**config.mk**
```make
export PLATFORM = sky130hd
export DESIGN_NAME = mem_loader_flat
export DESIGN_NICKNAME = d
export VERILOG_FILES = /design/src/rtl/mem_loader_if.sv /design/src/rtl/mem_loader.sv /design/src/flat_wrapper.sv
export SDC_FILE = /design/constraint.sdc
export NUM_CORES = 1
export LEC_CHECK = 0
export BUFFER_PORTS_ARGS = -buffer_cell sky130_fd_sc_hd__buf_2
export CORE_ASPECT_RATIO = 1.4
export CORE_MARGIN = 5
export CORE_UTILIZATION = 62
export CTS_CLUSTER_DIAMETER = 40
export DETAILED_ROUTE_END_ITERATION = 7
export GPL_TIMING_DRIVEN = 0
export PLACE_DENSITY = 0.85
export SYNTH_ARGS = -nofsm -noshare
export SYNTH_HDL_FRONTEND = slang
export SYNTH_SLANG_ARGS = --single-unit
```
**constraint.sdc**
```tcl
create_clock -name clk_in -period 4.5 [get_ports clk_in]
set_input_delay 0.225 -clock clk_in [delete_from_list [all_inputs] [get_ports clk_in]]
set_output_delay 0.225 -clock clk_in [all_outputs]
set_load 0.03 [all_outputs]
```
**src/rtl/mem_loader_if.sv**
```systemverilog
// Memory write port driven by the serial loader into the data memory.
// The loader is the master; the memory side consumes the strobe, address and word.
interface mem_loader_if #(
  parameter int ADDR_W = 12
);
  logic              wr_en;
  logic [ADDR_W-1:0] wr_addr;
  logic [31:0]       wr_data;

  modport master (output wr_en, output wr_addr, output wr_data);
  modport slave  (input  wr_en, input  wr_addr, input  wr_data);
endinterface

```
**src/rtl/mem_loader.sv**
```systemverilog
// UART (8N1) memory loader: assembles 4 bytes little-endian into a word and writes it once.
// Write strobe follows the 4th stop bit by one cycle; no backpressure, the memory must accept every write.
module mem_loader #(
  parameter int CLKS_PER_BIT = 868,
  parameter int ADDR_W       = 12
) (
  input  logic              clk_in,
  input  logic              RST,
  input  logic              rx,
  input  logic              load_en,
  output logic              cpu_hold,
  mem_loader_if.master      wr,
  output logic [ADDR_W:0]   word_count,
  output logic              frame_err,
  output logic              overflow
);

  localparam int CNT_W = $clog2(CLKS_PER_BIT);
  localparam logic [CNT_W-1:0]  HALF_M1  = CNT_W'(CLKS_PER_BIT / 2 - 1);
  localparam logic [CNT_W-1:0]  FULL_M1  = CNT_W'(CLKS_PER_BIT - 1);
  localparam logic [ADDR_W-1:0] ADDR_MAX = '1;

  localparam logic [1:0] S_IDLE  = 2'd0;
  localparam logic [1:0] S_START = 2'd1;
  localparam logic [1:0] S_DATA  = 2'd2;
  localparam logic [1:0] S_STOP  = 2'd3;

  logic              rx_meta_q, rx_s_q, rx_prev_q, load_en_q;
  logic [1:0]        state_q, state_d;
  logic [CNT_W-1:0]  cnt_q, cnt_d;
  logic [2:0]        bit_cnt_q, bit_cnt_d;
  logic [7:0]        shift_q, shift_d;
  logic [1:0]        byte_idx_q, byte_idx_d;
  logic [23:0]       asm_q, asm_d;
  logic              wr_en_q, wr_en_d;
  logic [ADDR_W-1:0] wr_addr_q, wr_addr_d;
  logic [31:0]       wr_data_q, wr_data_d;
  logic [ADDR_W:0]   word_count_q, word_count_d;
  logic              frame_err_q, frame_err_d;
  logic              overflow_q, overflow_d;
  logic              cpu_hold_q, cpu_hold_d;
  logic              byte_ok;

  always_comb begin
    state_d      = state_q;
    cnt_d        = cnt_q;
    bit_cnt_d    = bit_cnt_q;
    shift_d      = shift_q;
    byte_idx_d   = byte_idx_q;
    asm_d        = asm_q;
    wr_en_d      = 1'b0;
    wr_addr_d    = wr_addr_q;
    wr_data_d    = wr_data_q;
    word_count_d = word_count_q;
    frame_err_d  = frame_err_q;
    overflow_d   = overflow_q;
    byte_ok      = 1'b0;
    cpu_hold_d   = load_en | wr_en_q;

    // Address advances after the strobe; it parks on the last address once memory is full.
    if (wr_en_q) begin
      word_count_d = word_count_q + 1'b1;
      if (wr_addr_q != ADDR_MAX) wr_addr_d = wr_addr_q + 1'b1;
    end

    case (state_q)
      S_IDLE: begin
        if (rx_prev_q && !rx_s_q) begin
          state_d   = S_START;
          cnt_d     = '0;
          bit_cnt_d = '0;
        end
      end
      S_START: begin
        if (cnt_q == HALF_M1) begin
          cnt_d   = '0;
          state_d = rx_s_q ? S_IDLE : S_DATA;
        end else begin
          cnt_d = cnt_q + 1'b1;
        end
      end
      S_DATA: begin
        if (cnt_q == FULL_M1) begin
          cnt_d     = '0;
          shift_d   = {rx_s_q, shift_q[7:1]};
          bit_cnt_d = bit_cnt_q + 1'b1;
          if (bit_cnt_q == 3'd7) state_d = S_STOP;
        end else begin
          cnt_d = cnt_q + 1'b1;
        end
      end
      S_STOP: begin
        if (cnt_q == FULL_M1) begin
          cnt_d   = '0;
          state_d = S_IDLE;
          if (rx_s_q) byte_ok = 1'b1;
          else        frame_err_d = 1'b1;
        end else begin
          cnt_d = cnt_q + 1'b1;
        end
      end
      default: state_d = S_IDLE;
    endcase

    // Partial bytes live in asm_q so wr_data only changes when a word is actually written.
    if (byte_ok) begin
      byte_idx_d = byte_idx_q + 1'b1;
      if (byte_idx_q == 2'd3) begin
        if (word_count_q[ADDR_W]) begin
          overflow_d = 1'b1;
        end else begin
          wr_en_d   = 1'b1;
          wr_data_d = {shift_q, asm_q};
        end
      end else begin
        asm_d[{byte_idx_q, 3'b000} +: 8] = shift_q;
      end
    end

    if (!load_en) begin
      state_d    = S_IDLE;
      byte_idx_d = '0;
      wr_en_d    = 1'b0;
    end else if (!load_en_q) begin
      wr_addr_d    = '0;
      word_count_d = '0;
      byte_idx_d   = '0;
      frame_err_d  = 1'b0;
      overflow_d   = 1'b0;
    end
  end

  always_ff @(posedge clk_in) begin
    if (RST) begin
      rx_meta_q    <= 1'b1;
      rx_s_q       <= 1'b1;
      rx_prev_q    <= 1'b1;
      load_en_q    <= 1'b0;
      state_q      <= S_IDLE;
      cnt_q        <= '0;
      bit_cnt_q    <= '0;
      shift_q      <= '0;
      byte_idx_q   <= '0;
      asm_q        <= '0;
      wr_en_q      <= 1'b0;
      wr_addr_q    <= '0;
      wr_data_q    <= '0;
      word_count_q <= '0;
      frame_err_q  <= 1'b0;
      overflow_q   <= 1'b0;
      cpu_hold_q   <= 1'b0;
    end else begin
      rx_meta_q    <= rx;
      rx_s_q       <= rx_meta_q;
      rx_prev_q    <= rx_s_q;
      load_en_q    <= load_en;
      state_q      <= state_d;
      cnt_q        <= cnt_d;
      bit_cnt_q    <= bit_cnt_d;
      shift_q      <= shift_d;
      byte_idx_q   <= byte_idx_d;
      asm_q        <= asm_d;
      wr_en_q      <= wr_en_d;
      wr_addr_q    <= wr_addr_d;
      wr_data_q    <= wr_data_d;
      word_count_q <= word_count_d;
      frame_err_q  <= frame_err_d;
      overflow_q   <= overflow_d;
      cpu_hold_q   <= cpu_hold_d;
    end
  end

  assign cpu_hold   = cpu_hold_q;
  assign wr.wr_en   = wr_en_q;
  assign wr.wr_addr = wr_addr_q;
  assign wr.wr_data = wr_data_q;
  assign word_count = word_count_q;
  assign frame_err  = frame_err_q;
  assign overflow   = overflow_q;

endmodule

```
**src/flat_wrapper.sv**
```systemverilog
// flat-port wrapper written by rule: the top's interface ports become plain ports
module mem_loader_flat 
#(
  parameter int CLKS_PER_BIT = 868,
  parameter int ADDR_W       = 12
)
  (clk_in, RST, rx, load_en, cpu_hold, word_count, frame_err, overflow, wr_wr_en, wr_wr_addr, wr_wr_data);
  mem_loader_if #(.ADDR_W(ADDR_W)) wr_i ();
  input  logic clk_in;
  input  logic RST;
  input  logic rx;
  input  logic load_en;
  output logic cpu_hold;
  output logic [ADDR_W:0] word_count;
  output logic frame_err;
  output logic overflow;
  output wire logic [$bits(wr_i.wr_en)-1:0] wr_wr_en;
  output wire logic [$bits(wr_i.wr_addr)-1:0] wr_wr_addr;
  output wire logic [$bits(wr_i.wr_data)-1:0] wr_wr_data;
  assign wr_wr_en = wr_i.wr_en;
  assign wr_wr_addr = wr_i.wr_addr;
  assign wr_wr_data = wr_i.wr_data;
  mem_loader #(.CLKS_PER_BIT(CLKS_PER_BIT), .ADDR_W(ADDR_W)) u_core (.clk_in(clk_in), .RST(RST), .rx(rx), .load_en(load_en), .cpu_hold(cpu_hold), .wr(wr_i), .word_count(word_count), .frame_err(frame_err), .overflow(overflow));
endmodule
```
==> results of run 1 <==
[cell type report]
class / count / area [sq um]
clock buffers: 21 / 450.4
multi-input cells: 383 / 2635
repair buffers: 65 / 330.3
flip-flops and latches: 114 / 2282
inverters: 19 / 71.32
plain buffers: 25 / 116.4
fillers: 553 / 1951
clock inverters: 11 / 136.4
well taps: 102 / 127.6
[Yosys cell counts, drive strengths merged, types with 5 or more instances]
cell type and n:
buf 9, nor2 39, xnor2 5, a21oi 13
and4 7, nand2b 52, mux2i 59, nor3b 5
nand4 9, xor2 13, a31oi 7, clkbuf 16
or2 6, inv 19, dfxtp 114, ha 11
nor4 7, nand2 51, nor2b 19, nor3 8
nand3 17, o21ai 12, mux2 8
[worst max-delay path: cells and delay by family (launching register included)]
family,cells,cell delay [ns]
mux,1,0.34
simple gates,3,0.92
buf+inv,2,0.51
fa+ha+maj,1,0.27
flops,1,0.43
[power breakdown]
group	switching [uW]	internal, uW
registers	2.04	1010
clock network	449	878
logic	26.4	15.1
[state kept, by name, indices dropped and copies added (netlist names), 2 cells and up, named ones only]
| name | cells |
|---|---|
| u_core.wr.wr_data | 32 |
| u_core.asm_q | 24 |
| u_core.word_count | 13 |
| u_core.wr.wr_addr | 12 |
| u_core.cnt_q | 10 |
| u_core.shift_q | 8 |
| u_core.bit_cnt_q | 3 |
| u_core.byte_idx_q | 2 |
[through the flow]
step,worst slack [ns],hold WS (ns)
6_report,1.900,0.06069
5_1_grt,1.698,0.1248
4_1_cts,1.920,0.05229
3_5_place_dp,1.969,0.4104
3_3_place_gp,2.030,0.3929
2_1_floorplan,2.298,0.3288
[kinds of logic (layout without fill, tap and decap cells)]
kind of cell               after synthesis  after routing  synth area share (%)
muxes                                   67             67                 13.33
DFF                                    114            114                 44.71
and+or+nand+nor                        234            234                 26.03
AOI/OAI and AO/OA                       53             53                 6.471
xor gates and xnor gates                18             18                 3.088
adders and majority gates               11             11                 2.696
buffers and inverters                   44            141                 3.676
[layer usage]
metal  track usage [%]  wire length (microns)
met5                 0                      0
met4             10.04                    271
met3             6.662                    687
met2             40.37                   5812
met1             26.47                   4677
[final timing paths]
check | end | slack (ns)
worst min-delay path | u_core.cpu_hold$_SDFF_PP0_ | 0.06
worst max-delay path | u_core.wr.wr_data[30]$_SDFFE_PP0P_ | 1.90
worst max register to register | u_core.wr.wr_data[30]$_SDFFE_PP0P_ | 1.90
worst min register to register | u_core.rx_s_q$_SDFF_PP1_ | 0.42
==> results_dict.tcl, run 1 <==
set metrics [dict create \
    skew_ns 0.007609 \
    vdd_drop_max_mv 0.3016 \
    design_area_sq_mm 0.006150 \
    gp_congestion 0.8250 \
    maxCapViolCount 0 \
    critPathLaunchType "flop" \
    synth-seq-area-share_pct 44.71 \
    nets 640 \
    cts_tree "done" \
    initial_core_util_pct 63.02 \
    ioPinCount 65 \
    final_antenna_net_count 0 \
    n_antenna_cell 0 \
    fin_cells 740 \
    timing.fmax_mhz 384.6 \
    drt_pass1_iterations 5 \
    die_h_microns 117.4 \
    crit_slowest_cell "dfxtp_1" \
    drtIter0Drc 231 \
    hold_class "in -> reg" \
    hold_buffers 1 \
    cts.sinks 114 \
    synthArstFlopShare_pct 0 \
    post-route-period-util_pct 57.78 \
    criticalPathCategory "reg -> reg" \
    finalWirelength_microns 11450 \
    synthDistinctLibCells 53 \
    total_power_uw 2384 \
    yosys.area.top_type_share_pct 44.71 \
    critPathMaxStageDelay_ns 0.43 \
    r2r_start "u_core.cnt_q[0]$_SDFFE_PP0P_" \
    h-tree-depth 4 \
    io_buffers 64 \
    vias 4107 \
    dieWidth_microns 86.69 \
    postSynthAreaPerCell_sq_um 9.436 \
    synth_cells 541 \
    final_util_pct 75.92 \
    via_per_inst 5.550 \
    grt_start_max_net_pins 17 \
    antenna_found_initial 0 \
    final_cell_mix "dfxtp_1, buf_2, mux2i_1" \
    avgRoutedWirePerCell_microns 15.47 \
    setup_violations 0 \
    synth-main-ff-cell "dfxtp_1" \
    hp-start "load_en" \
    yosysWarnings 0 \
    post-route-min-period_ns 2.600 \
    critPathMaxFanout 10 \
    arrival_ns 2.89 \
    hpwl_microns 7881 \
    worst_pin_slew_ns 1.029 \
    rr_worst_depth 7 \
    cp.required_ns 4.79 \
    clkTransAtPathRegs_ns 0.05 \
    crit_start "u_core.cnt_q[0]$_SDFFE_PP0P_" \
    grt_pass1_vias 4122 \
    synth_area_sq_mm 0.005105 \
    drive_gt1_share_pct 18.34 \
    core_area_sq_mm 0.008100 \
    syn2layout_area_growth_pct 20.47 \
    synth_fp_nets 556 \
    rows 39 \
    p_leak_uw 0.002469 \
    finalSetupTns_ns 0 \
    grt_usage_pct 23.46 \
    grt_pass1_wl_microns 19260 \
    final_common_cell "dfxtp_1" \
    synth.area.top_cells "dfxtp_1, mux2i_1, nand2b_1" \
    cts_buffers 17 \
    power.density_mw_per_mm2 387.6 \
    overflow 0 \
    placement.cell_area_sq_mm 0.005553 \
    rsz0062_at_grt "false" \
    die_area_sq_mm 0.01017 \
    cts_setup_buffers 0 \
    drv_slew 0 \
    synth_top_area_cell "dfxtp_1" \
    synth_edf_count 0 \
    drc 0 \
    final-hold-violation-count 0 \
    cts_root_buf "clkbuf_16" \
    placed_cells 707 \
    clockBufferDepth 2 \
    cts_resized 0 \
    relSlewSlack_pct 30.95 \
    clock_latency_ns 0.41 \
    outcome "completed" \
    synth-seq-cells 114 \
    crit_path_end_kind "flop" \
    hold_path_depth 3 \
    cp_cell_sequence "ha_1 > nor4bb_1 > buf_2 > nand4_4 > nor3_4 > buf_4 > mux2_1" \
]
(Power assumes the default switching activity.)
==> run 2: changes to the inputs <==
--- a/config.mk
+++ b/config.mk
@@ -5,14 +5,15 @@
 export SDC_FILE = /design/constraint.sdc
 export NUM_CORES = 1
 export LEC_CHECK = 0
+export ABC_AREA = 1
 export BUFFER_PORTS_ARGS = -buffer_cell sky130_fd_sc_hd__buf_2
 export CORE_ASPECT_RATIO = 1.4
 export CORE_MARGIN = 5
-export CORE_UTILIZATION = 62
+export CORE_UTILIZATION = 57
 export CTS_CLUSTER_DIAMETER = 40
 export DETAILED_ROUTE_END_ITERATION = 7
 export GPL_TIMING_DRIVEN = 0
-export PLACE_DENSITY = 0.85
+export PLACE_DENSITY = 0.79
 export SYNTH_ARGS = -nofsm -noshare
 export SYNTH_HDL_FRONTEND = slang
 export SYNTH_SLANG_ARGS = --single-unit
==> constraint.sdc (replaced) <==
create_clock -name clk_in -period 2.5 [get_ports clk_in]
set_input_delay 0.125 -clock clk_in [delete_from_list [all_inputs] [get_ports clk_in]]
set_output_delay 0.125 -clock clk_in [all_outputs]
set_load 0.03 [all_outputs]
==> run 2 against run 1 <==
  * Non-clock buffer count fell by 6
  * Critical path depth rose by 3
  * Clock skew rose by 0.0012 ns
  * Total power rose by 76%
  * Core utilization fell by 4.6 points
  * Global-route usage fell by 0.81 points
  * Sequential power rose by 79%
  * Final cell count rose by 15%
  * Setup slack got worse by 1.4 ns
  * Synthesized cell count rose by 21%
==> results_dict.tcl, run 2 <==
set metrics [dict create \
    synth_cells 653 \
    power.density_mw_per_mm2 716.4 \
    vias 4495 \
    synth_common_cells "nor2_1, dfxtp_1, nand2_1, inv_1, o21ai_0" \
    n_antenna_cell 0 \
    placed_cells 819 \
    grt_pass1_vias 4434 \
    final_cell_mix "nor2_1, dfxtp_1, nand2_1" \
    rows 39 \
    drive_gt1_share_pct 16.29 \
    internal_power_uw 3372 \
    ioPinCount 65 \
    syn2layout_area_growth_pct 21.39 \
    drtIter0Drc 238 \
    largest_reg_flops 32 \
    rsz0062_at_grt "false" \
    timing.fmax_mhz 499.7 \
    synth.most_common_cell "nor2_1" \
    arrival_ns 2.34 \
    hold_class "in -> reg" \
    gp_congestion 0.9171 \
    yosys.area.top_type_share_pct 47.41 \
    cts_buffers 17 \
    cts_root_buf "clkbuf_16" \
    synth_top_area_cell "dfxtp_1" \
    avgRoutedWirePerCell_microns 13.16 \
    wl_met2_microns 6022 \
    yosysWarnings 0 \
    die_area_sq_mm 0.01041 \
    setup_violations 0 \
    combPwrFrac_pct 2.0 \
    synth.area.top_cells "dfxtp_1, nor2_1, nand2_1" \
    finalWirelength_microns 11200 \
    critPathMaxFanout 10 \
    hpwl_microns 8120 \
    synth-seq-area-share_pct 47.41 \
    post-route-min-period_ns 2.001 \
    clock_power_share_pct 54.3 \
    drt_pass1_iterations 5 \
    final_common_cell "nor2_1" \
    grt_pass1_wl_microns 18910 \
    antenna_found_initial 0 \
    critPathLaunchType "flop" \
    synth-seq-cells 114 \
    clock_latency_ns 0.41 \
    synth_area_sq_mm 0.004813 \
    fin_cells 851 \
    relSlewSlack_pct 55.43 \
    pwr-share-seq_pct 43.7 \
    via_per_inst 5.282 \
    worst_pin_slew_ns 0.6685 \
    synth_fp_nets 668 \
    routed.top_layer "met4" \
    vdd_drop_max_mv 0.5125 \
    nets 753 \
    clockBufferDepth 2 \
    criticalPathCategory "reg -> reg" \
    cp.required_ns 2.84 \
    h-tree-depth 4 \
    synth-main-ff-cell "dfxtp_1" \
    swShare_pct 19.45 \
    grt_usage_pct 22.65 \
    io_buffers 64 \
    skew_ns 0.008826 \
    synth_edf_count 0 \
    overflow 0 \
    maxCapViolCount 0 \
    cts.sinks 114 \
    dieWidth_microns 87.67 \
    p_leak_uw 0.002679 \
    net-switching-power_uw 814.2 \
    cts_tree "done" \
    clkTransAtPathRegs_ns 0.05 \
    crit_path_end_kind "flop" \
    final-hold-violation-count 0 \
    drc 0 \
    postSynthAreaPerCell_sq_um 7.371 \
    cts_setup_buffers 0 \
    core_area_sq_mm 0.008198 \
    finalSetupTns_ns 0 \
    drv_slew 0 \
    final_antenna_net_count 0 \
    die_h_microns 118.7 \
    met1_length_microns 4312 \
    grt_start_max_net_pins 17 \
    initial_core_util_pct 58.71 \
    synthDistinctLibCells 34 \
    cts_resized 0 \
    wl_met3_microns 545 \
    outcome "completed" \
    post-route-period-util_pct 80.05 \
    synthArstFlopShare_pct 0 \
]
run 2: changes by cell type in the layout (fill, tap and decap cells not counted), moves of 19 or more:
cell      change
nand2b_1     -52
a21oi_1      +19
nand2_1      +25
nor2_1      +140
inv_1        +38
o21ai_1      +31
o21ai_0      +41
mux2i_1      -59
nor2b_1      -19
run 2: power groups by stage:
stage,Sequential [uW],Clock [uW],Combinational [uW]
3_5_place_dp,1860,0,79.2
2_1_floorplan,1870,0,52.5
3_3_place_gp,1860,0,78.1
6_report,1830,2270,81.9
4_1_cts,1830,2300,82.3
5_1_grt,1830,2390,92.7
run 2: layout make-up:
| type | instances | area (sq um) |
|---|---|---|
| fill | 660 | 2355 |
| sequential | 114 | 2282 |
| multi-input combinational | 457 | 2190 |
| clock buffer | 24 | 481.7 |
| timing repair buffer | 66 | 340.3 |
| inverter | 64 | 240.2 |
| tap | 102 | 127.6 |
| buffer | 18 | 101.3 |
| clock inverter | 6 | 80.08 |
run 2: through the flow:
stage	cell area [sq um]	utilization, %	worst slack [ns]	hold slack (ns)	power (uW)
after floorplan	4813	-	0.6857	0.2205	1919
after global placement	5261	64.18	0.5919	0.3099	1943
after detailed placement	5261	64.18	0.5637	0.3099	1944
after CTS	5843	71.28	0.5381	0.02393	4214
after global routing	5843	71.28	0.3522	0.05107	4306
final	5843	71.28	0.4988	0.04238	4186
run 2: routing by layer:
layer	vias up	track usage, %
li1	2263	-
met4	0	11.32
met1	2075	22.98
met5	-	0
met2	127	41.65
met3	30	5.428
run 2: kinds of logic (layout without fill, tap and decap cells):
logic type,Yosys count,in the layout,synth area share (%)
AO/OA/AOI/OAI,122,122,12.97
XOR/XNOR,10,10,1.820
AND/OR/NAND/NOR,314,314,27.84
flip-flops,114,114,47.41
buffers and inverters,82,178,7.096
adder cells (fa/ha/maj),11,11,2.859
run 2: repair_timing:
action / in CTS / in global routing
endpoints found under the setup margin: 0 / 0
hold buffers: 2 / 0
endpoints found under the hold margin: 2 / 0
run 2: final timing paths:
path	from	to	slack, ns	cells past startpoint
max	u_core.cnt_q[0]$_SDFFE_PP0P_	u_core.wr.wr_data[23]$_SDFFE_PP0P_	0.50	10
min	load_en	u_core.load_en_q$_SDFF_PP0_	0.04	3
max reg2reg	u_core.cnt_q[0]$_SDFFE_PP0P_	u_core.wr.wr_data[23]$_SDFFE_PP0P_	0.50	10
min reg2reg	u_core.rx_meta_q$_SDFF_PP1_	u_core.rx_s_q$_SDFF_PP1_	0.41	1
run 2: worst max-delay path, stage by stage, from the launching register on:
cell and delay (ns):
dfxtp_1 0.42, ha_1 0.24, inv_1 0.08, nor2_2 0.12, nand3_2 0.11, nor2_4 0.12, nand2_4 0.10, nor3_4 0.36
buf_6 0.21, o21ai_1 0.07, nor2_1 0.11
==> run 3: changes to the inputs <==
==> constraint.sdc (replaced) <==
create_clock -name clk_in -period 1.9 [get_ports clk_in]
set_input_delay 0.095 -clock clk_in [delete_from_list [all_inputs] [get_ports clk_in]]
set_output_delay 0.095 -clock clk_in [all_outputs]
set_load 0.03 [all_outputs]
==> run 3 against run 2 <==
  * Setup slack worse by 0.35 ns
  * Fmax is 14% higher
  * Global-route usage is 0.13 points higher
  * Total power is 32% higher
  * Die area stayed put
  * Critical path depth stayed put
  * Register-to-register slack worse by 0.35 ns
  * Design area is 1.6% higher
  * Via count is 1.2% higher
  * Sequential share of layout area is 0.45 points lower
  * Critical endpoint is now u_core.asm_q[6]$_SDFFE_PP0P_
==> results_dict.tcl, run 3 (synthesis results as in run 2) <==
set metrics [dict create \
    outcome "completed" \
    io_buffers 64 \
    avgRoutedWirePerCell_microns 13.23 \
    skew_ns 0.006253 \
    cts_root_buf "clkbuf_16" \
    initial_core_util_pct 58.71 \
    drive_gt1_share_pct 17.80 \
    ioPinCount 65 \
    cts.sinks 114 \
    worst_pin_slew_ns 0.7047 \
    crit_path_end "u_core.asm_q[6]$_SDFFE_PP0P_" \
    post-route-period-util_pct 92.12 \
    r2r_start "u_core.cnt_q[0]$_SDFFE_PP0P_" \
    grt_start_max_net_pins 17 \
    clock_latency_ns 0.40 \
    timing.fmax_mhz 571.4 \
    path_depth 10 \
    crit_path_frequent_cell "nor2_4" \
    post-route-min-period_ns 1.750 \
    setup_violations 0 \
    grt_pass1_vias 4446 \
    final_common_cell "nor2_1" \
    r2r-end "u_core.asm_q[6]$_SDFFE_PP0P_" \
    die_area_sq_mm 0.01041 \
    criticalPathCategory "reg -> reg" \
    crit_start "u_core.cnt_q[0]$_SDFFE_PP0P_" \
    hpwl_microns 8120 \
    final_antenna_net_count 0 \
    die_h_microns 118.7 \
    rrSetupSlack_ns 0.15 \
    final_cell_mix "nor2_1, dfxtp_1, nand2_1" \
    via_per_inst 5.318 \
    cp.required_ns 2.18 \
    vias 4547 \
    relSlewSlack_pct 53.02 \
    critPathMaxFanout 9 \
    crit_path_end_kind "flop" \
    nets 757 \
    critical_path.top_delay_family "simple AND/OR/NAND/NOR gates" \
    maxCapViolCount 0 \
    worst-path-buf-inv 1 \
    final-hold-violation-count 0 \
    n_antenna_cell 0 \
    crit_slowest_cell "dfxtp_4" \
    drtIter0Drc 231 \
    h-tree-depth 4 \
    grt_pass1_wl_microns 19020 \
    drv_slew 0 \
    hold_path_depth 3 \
    arrival_ns 2.03 \
    critPathMaxStageDelay_ns 0.36 \
    clockBufferDepth 2 \
    syn2layout_area_growth_pct 23.29 \
    antenna_found_initial 0 \
    rows 39 \
    design_area_sq_mm 0.005934 \
    clkTransAtPathRegs_ns 0.05 \
    hold_class "in -> reg" \
    p_leak_uw 0.002757 \
    fin_hold_ws_ns 0.02254 \
    overflow 0 \
    critPathLaunchType "flop" \
    cts_buffers 17 \
    dieWidth_microns 87.67 \
    drc 0 \
    cts_tree "done" \
    drt_pass1_iterations 5 \
    cp_cell_sequence "ha_4 > inv_1 > nor2_2 > nand3_2 > nor2_4 > nand2_4 > nor2_4 > nand2_2 > o21ai_0 > nor2_1" \
    grt_usage_pct 22.78 \
    finalWirelength_microns 11310 \
    power.density_mw_per_mm2 929.1 \
    gp_congestion 0.9171 \
    rr_worst_depth 10 \
    vdd_drop_max_mv 0.6733 \
    largest_reg_flops 32 \
    placement.cell_area_sq_mm 0.005261 \
    core_area_sq_mm 0.008198 \
]
run 3: cell count changes in the layout (fill, tap and decap cells not counted), sizes merged:
cell / change
buf: +3
dlygate4sd3: +1
run 3: worst min path at each step:
stage	slack (ns)	startpoint	end
after global routing	0.03	load_en	u_core.cpu_hold$_SDFF_PP0_
after CTS	0.005	load_en	u_core.cpu_hold$_SDFF_PP0_
after floorplan	0.19	RST	u_core.load_en_q$_SDFF_PP0_
after detailed placement	0.28	rx	u_core.rx_meta_q$_SDFF_PP1_
after global placement	0.28	rx	u_core.rx_meta_q$_SDFF_PP1_
final	0.02	load_en	u_core.cpu_hold$_SDFF_PP0_
run 3: timing repair:
| item | in CTS | in global routing |
|---|---|---|
| endpoints found under the hold margin | 2 | 0 |
| gates resized for setup | 2 | 15 |
| pin swaps | 1 | 4 |
| hold buffers | 3 | 0 |
| endpoints found under the setup margin | 30 | 67 |
| setup buffers | 2 | 1 |
run 3: where the power goes:
part / switching, uW / internal [uW] / total [uW]
sequential: 4.38 / 2400 / 2400
combinational: 79.4 / 33.1 / 113
clock: 993 / 2000 / 3000
total: 1080 / 4440 / 5510
run 3: stage by stage:
step	power (uW)	std cells	worst slack [ns]	util [%]	setup TNS (ns)
after global placement	2556	819	-0.008110	64.18	-0.05730
after global routing	5672	855	-0.02175	72.39	-0.02375
final	5514	855	0.1498	72.39	0
after detailed placement	2558	819	-0.03630	64.18	-0.4482
after CTS	5546	854	0.02278	71.63	0
after floorplan	2524	653	0.08572	-	0
run 3: final cells by class:
cell class,instances,area [sq um]
well taps,102,127.6
multi-input cells,457,2232
fillers,641,2263
repair buffers,70,376.6
plain buffers,18,105.1
clock buffers,24,481.7
flip-flops and latches,114,2291
inverters,64,240.2
clock inverters,6,80.08
run 3: layer usage:
metal  global-route usage, %  vias to the layer above  wire (microns)
met5                       0                        -               0
met4                   11.32                        0             437
met3                   6.054                       45             485
met1                   23.07                     2099            4368
met2                   41.56                      130            6021
li1                        -                     2273               -
run 3: worst reg2reg max path, delay by kind of cell (launching register included):
family          cells  cell delay [ns]
simple gates        7             0.85
compound gates      1             0.22
fa+ha+maj           1             0.14
flops               1             0.36
buf+inv             1             0.05
